<file path="config.mk">
export PLATFORM = sky130hd
export DESIGN_NAME = pipeline_hazard_ctrl
export DESIGN_NICKNAME = d
export VERILOG_FILES = /design/src/rtl/pipeline_hazard_ctrl.sv
export SDC_FILE = /design/constraint.sdc
export NUM_CORES = 1
export LEC_CHECK = 0
export ABC_AREA = 1
export BUFFER_PORTS_ARGS = -buffer_cell sky130_fd_sc_hd__buf_2
export CORE_MARGIN = 2
export CORE_UTILIZATION = 49
export DETAILED_ROUTE_END_ITERATION = 12
export PLACE_DENSITY = 0.75
export SLEW_MARGIN = 20
export SYNTH_ARGS = -nofsm -noshare
export SYNTH_HDL_FRONTEND = slang
export SYNTH_SLANG_ARGS = --single-unit
export TNS_END_PERCENT = 5
</file>
<file path="constraint.sdc">
create_clock -name clk -period 2 [get_ports clk]
set_clock_uncertainty 0.15 [all_clocks]
set_input_delay 0.1 -clock clk [delete_from_list [all_inputs] [get_ports clk]]
set_output_delay 0.1 -clock clk [all_outputs]
set_load 0.01 [all_outputs]
</file>
<file path="src/rtl/pipeline_hazard_ctrl.sv">
// Hazard/forwarding controller: tracks DEPTH in-flight writers ahead of ID, resolves
// per-operand forward selects, raises load-use stalls and counts stall/flush cycles.
module pipeline_hazard_ctrl #(
   parameter int unsigned ADDR_W   = 5,
   parameter int unsigned DEPTH    = 2,
   parameter int unsigned LOAD_LAT = 1,
   parameter int unsigned CNT_W    = 16,
   localparam int unsigned SEL_W   = $clog2(DEPTH + 1)
) (
   input  logic              clk,
   input  logic              rst,
   input  logic              enable,
   input  logic              id_valid,
   input  logic [ADDR_W-1:0] id_rs,
   input  logic [ADDR_W-1:0] id_rt,
   input  logic              id_rs_used,
   input  logic              id_rt_used,
   input  logic              id_reg_write,
   input  logic              id_mem_read,
   input  logic [ADDR_W-1:0] id_waddr,
   input  logic              ex_flush,
   output logic              stall,
   output logic              bubble,
   output logic [SEL_W-1:0]  fwd_a,
   output logic [SEL_W-1:0]  fwd_b,
   output logic [CNT_W-1:0]  stall_count,
   output logic [CNT_W-1:0]  flush_count
);

   logic [DEPTH:1]    valid_q;
   logic [DEPTH:1]    load_q;
   logic [ADDR_W-1:0] waddr_q [DEPTH:1];

   logic [SEL_W-1:0]  sel_a, sel_b;
   logic              haz_a, haz_b;

   // Scan oldest to youngest so the smallest matching p is the one that sticks.
   always_comb begin
      sel_a = '0;
      sel_b = '0;
      haz_a = 1'b0;
      haz_b = 1'b0;
      for (int p = DEPTH; p >= 1; p--) begin
         if (id_rs_used && id_rs != '0 && valid_q[p] && waddr_q[p] == id_rs) begin
            sel_a = SEL_W'(p);
            haz_a = load_q[p] && (p < 1 + LOAD_LAT);
         end
         if (id_rt_used && id_rt != '0 && valid_q[p] && waddr_q[p] == id_rt) begin
            sel_b = SEL_W'(p);
            haz_b = load_q[p] && (p < 1 + LOAD_LAT);
         end
      end
   end

   assign stall  = enable & id_valid & (haz_a | haz_b) & ~ex_flush;
   assign bubble = enable & (stall | ex_flush);

   always_ff @(posedge clk) begin
      if (rst) begin
         valid_q     <= '0;
         load_q      <= '0;
         for (int p = 1; p <= DEPTH; p++) waddr_q[p] <= '0;
         fwd_a       <= '0;
         fwd_b       <= '0;
         stall_count <= '0;
         flush_count <= '0;
      end else if (enable) begin
         for (int p = DEPTH; p >= 2; p--) begin
            valid_q[p] <= valid_q[p-1];
            load_q[p]  <= load_q[p-1];
            waddr_q[p] <= waddr_q[p-1];
         end
         if (bubble || !id_valid) begin
            valid_q[1] <= 1'b0;
            load_q[1]  <= 1'b0;
            waddr_q[1] <= '0;
         end else begin
            valid_q[1] <= id_reg_write && (id_waddr != '0);
            load_q[1]  <= id_mem_read;
            waddr_q[1] <= id_waddr;
         end
         // Producer and consumer advance together, so the distance p carries into EX.
         fwd_a <= bubble ? '0 : sel_a;
         fwd_b <= bubble ? '0 : sel_b;
         if (stall && stall_count != '1) stall_count <= stall_count + 1'b1;
         if (ex_flush && flush_count != '1) flush_count <= flush_count + 1'b1;
      end
   end

endmodule

</file>
---- After elaboration in Yosys (flattened, before gate mapping) ----
Memory sizes are Yosys's and may differ from the RTL's.
Cells that the tools add are included.
storage, ports and cells
  memory bits (writable) .................. 10
  memories kept ........................... 1
  flip-flop bits (word level) ............. 39
  logic and storage cells ................. 71
memories
  name     words  bits a word  read ports  clocked after memory_dff  wr ports  line  source
  waddr_q  2      5            2           0                         2         32    logic [ADDR_W-1:0] waddr_q [DEPTH:1];
operators by class
  equality and inequality tests ........... 6
  add/subtract/negate cells ............... 2
  muxes and demuxes ....................... 26
  reduce and logical (&&, ||, !) cells .... 20
  bitwise gates (word level) .............. 10
operators with widths
  kind                                                              count
  16-bit by 1-bit adder with 16-bit output (second input constant)  2
  16-bit inequality test (second input constant)                    2
  5-bit == test                                                     4
  1-bit 2-to-1 mux                                                  17
  5-bit 2-to-1 mux                                                  3
  5-bit nonzero test                                                3
  1-bit logical AND                                                 13
  2-bit 2-to-1 mux                                                  6
  1-bit OR                                                          5
  1-bit bitwise AND                                                 4
  2-bit AND reduction                                               2
  1-bit logical NOT                                                 1
  1-bit logical OR                                                  1
  1-bit inverter                                                    1

---- Logic depth before layout (Yosys ltp) ----
Gate-level depths: netlist (run 1).
  depth after elaboration ................. 17
  mapped depth ............................ 13
  gate-level depth less buffers ........... 12

---- Worst setup path before layout (run 1) ----
Ideal clock, no wire load.
  kind .................................... reg2reg
  start ................................... register stall_count[0]
  end ..................................... register stall_count[0]
  path buffers ............................ 1
  stages on the path, launching flop included .. 11
  required time ........................... 1722 ps
  arrival time ............................ 1538 ps
  library setup time ...................... 128 ps
  period minus slack after synthesis ...... 1815 ps
  path slack .............................. 185 ps
  cell sequence ........................... dfxtp_1 ha_1 nand2_1 nor2_2 nand4_1 nand2_1 inv_2 nand4_4 buf_6 xor2_1 nor2_1
on the way
  longest elaborated chain between the ends .. 3
RTL lines
  what                                                                                              line  source
  start, declared                                                                                   26    output logic [CNT_W-1:0] stall_count,
  start signal, assigned                                                                            85    if (stall && stall_count != '1) stall_count <= stall_count + 1'b1;
  parallel branches: the longest is 3 deep, another holds 16-bit by 1-bit adder with 16-bit output  -
Parallel ways; which one is timed is not known.
A chain may end at the register's enable or synchronous reset.

==> results of run 1 <==
cells by family after synthesis:
| group | Yosys count | synth area share [%] |
|---|---|---|
| and+or+nand+nor | 223 | 37.2 |
| buffers and inverters | 56 | 8.43 |
| DFF | 49 | 40.3 |
| AOI/OAI and AO/OA | 34 | 6.99 |
| xor gates and xnor gates | 19 | 6.20 |
| adders and majority gates | 2 | 0.932 |
layer usage:
metal  GRT usage (%)  vias to the layer above  part of all wire (%)
met3            3.56                       14                   5.8
met2            34.1                       78                    46
li1                -                     1385                     -
met4            7.72                        0                   2.3
met1            30.4                     1186                    46
met5               0                        -                     0
layout make-up:
class	instances	share of cell area (%)
Tap cell	70	2.52
Inverter	50	5.40
Clock inverter	1	0.144
Multi-Input combinational cell	278	42.7
Sequential cell	49	31.2
Clock buffer	7	2.77
Timing Repair Buffer	83	15.2
critical path, cell delays in order, from the launching register on:
cell and delay [ps]:
edfxtp_1 470, a21oi_2 160, nand2_2 90, nor2_4 130, nand3_4 100, nand2_4 100
buf_6 100, nand4_4 120, buf_12 190, buf_6 120, o21bai_4 90, nand2_1 60
nor2_1 80
state kept, by name, summed over array words and instances (netlist names):
signal and cells:
flush_count 16, stall_count 16, waddr_q 10, fwd_a 2, fwd_b 2, valid_q 2
load_q 1
timing repair:
item / in CTS / in global routing
hold buffers: 10 / 0
buffers inserted: 4 / 5
resized for setup: 3 / 37
endpoints found under the setup margin: 1 / 24
pin swaps: 6 / 11
endpoints found under the hold margin: 16 / 0
layout by cell type (no fill, tap or decap), types with 5 or more instances in the layout:
cell,synthesis,final
a21oi_1,14,13
buf_2,1,60
buf_4,0,7
buf_6,2,5
clkbuf_8,0,7
dfxtp_1,39,37
dlygate4sd3_1,0,10
edfxtp_1,10,10
inv_1,42,38
inv_2,7,11
nand2_1,91,82
nand2_2,1,9
nand3_1,28,28
nand4_1,6,6
nor2_1,67,60
nor2_2,8,8
nor2_4,0,7
nor3_1,11,11
o21ai_0,12,11
o21ai_1,4,5
xnor2_1,6,6
xor2_1,13,13
power by group through the flow:
| stage | combinational, mW | clock [mW] | sequential [mW] |
|---|---|---|---|
| finish | 0.190 | 0.646 | 1.04 |
| global route | 0.212 | 0.699 | 1.04 |
| CTS | 0.176 | 0.663 | 1.04 |
| detailed placement | 0.156 | 0 | 1.06 |
| global placement | 0.155 | 0 | 1.06 |
| floorplan | 0.0975 | 0 | 1.06 |
worst paths after layout:
path / startpoint / end / slack (ps) / depth (start not counted)
worst max-delay path: waddr_q[1][3] / stall_count[10] / -10 / 12
worst min-delay path: id_rs_used / fwd_a[1] / 40 / 5
worst max register to register: waddr_q[1][3] / stall_count[10] / -10 / 12
worst min register to register: fwd_b[0] / fwd_b[0] / 310 / 2
through the flow:
stage                     power, mW  worst slack (ps)  utilization (%)  hold slack (ps)
final                          1.88             -13.6             66.7             39.1
after global routing           1.95             -98.1             66.7             84.7
after CTS                      1.88              3.57             63.4             36.6
after detailed placement       1.22              28.2             58.8              256
after global placement         1.22               106             58.8              229
after floorplan                1.16               185                -             98.9
==> run metrics, run 1 <==
maximum VDD drop about 0.39 mV; # port buffers 61; Sw Ratio 24.6%; placed cell area 0.00306 mm^2; n_diodes 0; register area ~0.0011 mm^2; sequential-to-total area share from yosys stat between 40 and 50%; multi-input combinational cell area between 0.001 and 0.0015 mm^2; status complete, but fails checks; Yosys reg bits 49; DRT iter0 DRCs 123; Slew Viols, Final 0; Die Span X ~78 um; Final Hold Fails 0; largest net degree at the start of global routing 24; setup ws final -13.6 ps; die footprint 0.00609 mm^2; Placer Congestion ~0.90; critical path type flip-flop to flip-flop; FILL cells approximately 470; wire length of the first global-routing pass around 11000 um; Yosys cell types 33; routed vias ~2.7k; Cell Pwr Density approximately 540 mW/mm^2; post-synth top area share around 29%; combinational share of power 10.1%; Primary FF master, synth dfxtp_1; die height around 78 um; DRC violations left 0; cell count after synthesis 383; count leader, synth nand2_1; post-synth design cell area 0.00269 mm^2; Internal about 1.4 mW; Initial Utilization between 50% and 60%; total track usage between 20% and 30%; DP HPWL between 4000 and 5000 um; routed vias/inst between 4 and 5; failing checks negative setup slack; Max FO, Critical Path 8; Slew @ Worst Pin ~730 ps; clk slew on worst S/H paths ~90 ps; Commonest cells post-synth nand2_1 (91), nor2_1 (67), inv_1 (42); Synth async-reset ratio 0%; core area 0.00520 mm^2; Max Root-Sink Buffers 2; CP startpoint kind flip-flop; CTS tree yes; vias in the first global route about 2.4k; mean post-synth cell area approximately 7.0 um^2; Post-synth EDFFs 10; Inst Count DP ~510; Reg power frac ~56%; synth top area cells dfxtp_1 (29%), nand2_1 (13%), edfxtp_1 (11%), nor2_1 (9.4%), inv_1 (5.9%); Max-cap violations 0; Synth warnings 0; clock share of power approximately a third; final instance area approximately 0.0035 mm^2; H-tree depth 2; Boundary Pins 62; wirelength, routed 6570 um; Sink Count between 40 and 50; grt total ovfl 0; setup TNS -13.6 ps; CTS root buf clkbuf_8; Yosys top cell by area dfxtp_1; DR WL/cell 12.2 um; post-route ant nets 0; arrival time worst endpoint approximately 2100 ps; Max-slew headroom approximately 52%; Rows 26; RSZ-0062 raised after global routing true; initial antenna violation count 0; Area Growth Syn to Fin 29.4%; final setup vio count 1; period utilisation layout 101%; First-pass DRT Iterations 4; Final nets approximately 490; worst-skew pair later-pin latency 300 ps; fraction of layout cells with a size suffix above 1 between 20 and 30%; worst path required time between 2000 and 2500 ps; Post-Layout Cell Count between 500 and 600; Max Freq roughly 0.5 GHz; Net Switching roughly 0.46 mW; min Tclk post-route approximately 2000 ps; CTS Buf Count 5; Worst Hold Class primary input to flip-flop; Mapped Nets 409; P_leak between 1.5 and 2 nW; CP Capture Type flip-flop
No activity file was read; power rests on OpenSTA's default activity.
==> run 2, diff against run 1 <==
- CORE_UTILIZATION: 49 -> 34
- PLACE_DENSITY: 0.75 -> 0.56
==> run metrics, run 2 (synthesis results as in run 1) <==
vias in the first global route between 2k and 2.5k; CP startpoint kind flip-flop; die footprint 0.00862 mm^2; DP HPWL 5050 um; Max Freq just over 0.5 GHz; maximum VDD drop ~0.24 mV; commonest non-fill, non-tap cells in the layout nand2_1 (87), nor2_1 (63), buf_2 (59); clock share of power roughly 35%; P_leak ~1.5 nW; Post-Layout Cell Count between 500 and 600; First-pass DRT Iterations 4; clk slew on worst S/H paths approximately 90 ps; Initial Utilization about a third; overall power between 1.5 and 2 mW; Max-slew headroom between 50% and 60%; largest net degree at the start of global routing 24; Max Root-Sink Buffers 2; Net Switching ~0.48 mW; Final nets about 500; fraction of layout cells with a size suffix above 1 about a quarter; combinational share of power 9.8%; routed vias between 2k and 3k; Util after Layout roughly 44%; final setup vio count 0; Internal about 1.4 mW; worst-skew pair later-pin latency approximately 310 ps; Slew Viols, Final 0; DR WL/cell roughly 12 um; Rows 32; min Tclk post-route a little under 2000 ps; Reg power frac a little over half; CTS root buf clkbuf_8; Cell Pwr Density around 560 mW/mm^2; DRT iter0 DRCs 76; CTS Buf Count 5; wirelength, routed 6670 um; n_diodes 0; Boundary Pins just over 60; status finished clean; Area Growth Syn to Fin 27.2%; Worst Hold Class primary input to flip-flop; FILL cells roughly 830; Max FO, Critical Path 15; Die Span X between 90 and 100 um; total track usage 15.8%; period utilisation layout between 90% and 100%; # port buffers 61; Sink Count about 50; H-tree depth 2; Inst Count DP around 550; RSZ-0062 raised after global routing true; post-route ant nets 0; Slew @ Worst Pin 697 ps; wire length of the first global-routing pass between 10000 and 15000 um; grt total ovfl 0; core area a little under 0.008 mm^2; CTS tree yes; Sw Ratio between 20 and 30%; routed vias/inst 4.60; DRC violations left 0; initial antenna violation count 0; Largest regs flush_count: 16 flops, stall_count: 16 flops, waddr_q: 10 flops; CP Capture Type flip-flop; arrival time worst endpoint around 2000 ps; most common cell after layout, fill and taps aside nand2_1; Max-cap violations 0; critical path type flip-flop to flip-flop; worst hold slack 6.84 ps; Placer Congestion just over 0.9; Final Hold Fails 0; worst path required time ~2100 ps; die height 92.9 um
-- run 2: metrics by stage --
stage               cell area, um^2  TNS (ps)  setup slack [ps]
floorplan                      2690         0               185
global placement               3140         0               103
detailed placement             3140         0              61.8
CTS                            3350   -0.0575           -0.0575
global route                   3420      -541             -63.0
finish                         3420         0              44.3
-- run 2: worst max-delay path, cell delays in order (launching register included) --
cell      delay, ps
edfxtp_1        470
xor2_1          180
nor2_2          160
nand3_4         100
nand2_4         100
nand4_4         290
nor2_1          220
nand2_1          70
nand2_1          60
nor2_1           50
-- run 2: metal layers --
metal | vias to the layer above | track usage [%] | share of wire (%)
li1 | 1375 | - | -
met1 | 1180 | 20.4 | 49
met2 | 48 | 26.5 | 46
met3 | 6 | 3.74 | 4.5
met4 | 0 | 4.29 | 0.99
met5 | - | 0 | 0
-- run 2: worst paths after layout --
path,startpoint,to,slack [ps],cells after the start
max,waddr_q[1][2],stall_count[7],40,9
min,id_waddr[3],waddr_q[1][3],7,3
max reg2reg,waddr_q[1][2],stall_count[7],40,9
min reg2reg,fwd_a[1],fwd_a[1],310,2
-- run 2: final cells by class --
class	count	area [um^2]	area share [%]
Clock buffer	7	96.3	2.82
Clock inverter	1	8.76	0.256
Inverter	50	188	5.49
Multi-Input combinational cell	278	1430	41.9
Sequential cell	49	1080	31.7
Tap cell	102	128	3.74
Timing Repair Buffer	80	480	14.1
-- run 2: repair_timing --
item	4_1_cts	5_1_grt
setup buffers	2	1
hold buffers	8	0
endpoints found under the setup margin	1	19
pin swaps	5	6
resized for setup	3	19
hold endpoints to repair	16	0
-- run 2: power groups by stage --
stage | clock (mW) | sequential [mW] | combinational (mW)
after floorplan | 0 | 1.06 | 0.0975
final | 0.672 | 1.04 | 0.185
after CTS | 0.690 | 1.04 | 0.178
after global routing | 0.735 | 1.04 | 0.207
after detailed placement | 0 | 1.06 | 0.162
after global placement | 0 | 1.06 | 0.161
==> run 3, diff against run 2 <==
- CORE_MARGIN: 2 -> 3
- SKIP_LAST_GASP: unset -> 1
==> run metrics, run 3 (synthesis results as in run 1) <==
Slew Viols, Final 0; largest net degree at the start of global routing 24; DR WL/cell 12.0 um; Worst Reg2Reg Path Length in Cells 13; CP startpoint kind flip-flop; multi-input combinational cell area ~0.0014 mm^2; pre-CTS setup slack approximately 80 ps; n_diodes 0; Util after Layout between 40 and 50%; Cell Pwr Density 551 mW/mm^2; final instance area around 0.0034 mm^2; First-pass DRT Iterations 4; DRC violations left 0; status finished clean; most common cell after layout, fill and taps aside nand2_1; r2r setup slk 20 ps; maximum VDD drop 0.225 mV; Hold Path Cell Cnt 5; Max Root-Sink Buffers 2; Top cell by count, worst path nand2_1; crit-path cells inv_2 -> nand2_1 -> nand2_1 -> nand2_1 -> nor2_2 -> nand3_2 -> nand2_4 -> buf_12 -> nand3_2 -> inv_2 -> buf_2; post-route ant nets 0; slowest CP cell edfxtp_1; arrival time worst endpoint 1740 ps; worst-skew pair later-pin latency approximately 300 ps; Crit path depth 11; routed vias roughly 2.7k; register area 0.00108 mm^2; DRT iter0 DRCs 90; die footprint about 0.0090 mm^2; CP peak stage delay approximately 430 ps; critical path type flip-flop to output pin; commonest non-fill, non-tap cells in the layout nand2_1 (88), nor2_1 (64), buf_2 (61); initial antenna violation count 0; reg-to-reg endpoint stall_count[13]; WP buf/inv 4; Slew @ Worst Pin ~740 ps; worst path required time approximately 1800 ps; die height ~95 um; CP Capture Type output pin; placed cell area about 0.0031 mm^2; fraction of layout cells with a size suffix above 1 about a quarter; P_leak between 1.5 and 2 nW; wirelength, routed between 6000 and 7000 um; Crit path max-delay family simple AND/OR/NAND/NOR gates; Die Span X 94.9 um; H-tree depth 2; period utilisation layout slightly below 100%; DP HPWL ~5000 um; Final Hold Fails 0; Final nets slightly below 500; Rows 31; Sink Count 49; core area between 0.007 and 0.008 mm^2; Max Freq ~0.5 GHz; total track usage 15.5%; CTS tree yes; # port buffers 61; hold_sp id_rs_used; CTS root buf clkbuf_8; Boundary Pins between 60 and 70; FILL cells just over 800; Placer Congestion roughly 0.89; Initial Utilization between 30% and 40%; grt total ovfl 0; wire length of the first global-routing pass 11300 um; CTS Buf Count 5; RR Startpoint waddr_q[1][4]; Max-slew headroom between 50% and 60%; Max-cap violations 0; Max FO, Critical Path 3; clk slew on worst S/H paths about 90 ps; Worst Hold Class primary input to flip-flop; hold path endpoint fwd_a[1]; min Tclk post-route just under 2000 ps; Largest regs flush_count: 16 flops, stall_count: 16 flops, waddr_q: 10 flops; Area Growth Syn to Fin 27.6%; setup ws final approximately 14 ps; RSZ-0062 raised after global routing true; routed vias/inst between 4 and 5; final setup vio count 0; vias in the first global route roughly 2.5k; setup TNS 0 ps
==> run 3: cell types whose count changed in the layout (fill, tap and decap cells not counted), moves of 2 or more <==
| cell | previous run | this run |
|---|---|---|
| inv_2 | 12 | 10 |
| buf_2 | 59 | 61 |
| nand3_4 | 2 | 0 |
| clkbuf_8 | 7 | 5 |
| dlygate4sd3_1 | 8 | 10 |
| buf_6 | 2 | 0 |
| inv_1 | 37 | 39 |
==> run 3: through the flow <==
step                hold slack [ps]  cells  total power [mW]
floorplan                      98.9    383              1.16
global placement                221    545              1.23
detailed placement              227    545              1.23
CTS                            16.1    564              1.90
global route                   70.4    569              1.97
finish                         18.1    569              1.89
==> run 3: worst max-delay path by stage <==
stage | from | to | slack (ps)
finish | waddr_q[1][4] | stall | 10
global route | stall_count[1] | stall_count[0] | -120
CTS | waddr_q[1][2] | bubble | 9
detailed placement | waddr_q[1][4] | stall_count[5] | 80
global placement | waddr_q[1][2] | stall_count[4] | 120
floorplan | stall_count[0] | stall_count[0] | 180
==> run 3: cell type report <==
class	count	area share, %
well taps	99	3.62
repair buffers	84	15.0
clock buffers	7	2.85
flip-flops and latches	49	31.6
multi-input cells	279	41.3
clock inverters	1	0.146
inverters	50	5.48
==> run 3: where the power goes <==
part / switching (mW) / internal [mW]
logic: 0.110 / 0.0774
clock network: 0.340 / 0.322
registers: 0.0130 / 1.02
==> run 3: timing repair <==
item / CTS / global route
endpoints found under the hold margin: 16 / 0
setup endpoints to repair: 1 / 24
gates cloned: 0 / 1
hold buffers: 10 / 0
setup buffers: 1 / 4
pin swaps: 2 / 4
gates resized for setup: 3 / 8
==> run 3: layer usage <==
layer	track usage [%]	routed length, um	up-vias
li1	-	-	1392
met1	20.9	3430	1218
met2	24.7	2920	65
met3	3.19	374	11
met4	4.81	99	0
met5	0	0	-
==> run 3: tightest hold or removal path: stages <==
cell and delay (ps):
buf_2 100, nand2_1 70, nor2_1 50, nand3_1 60
nand2_1 40
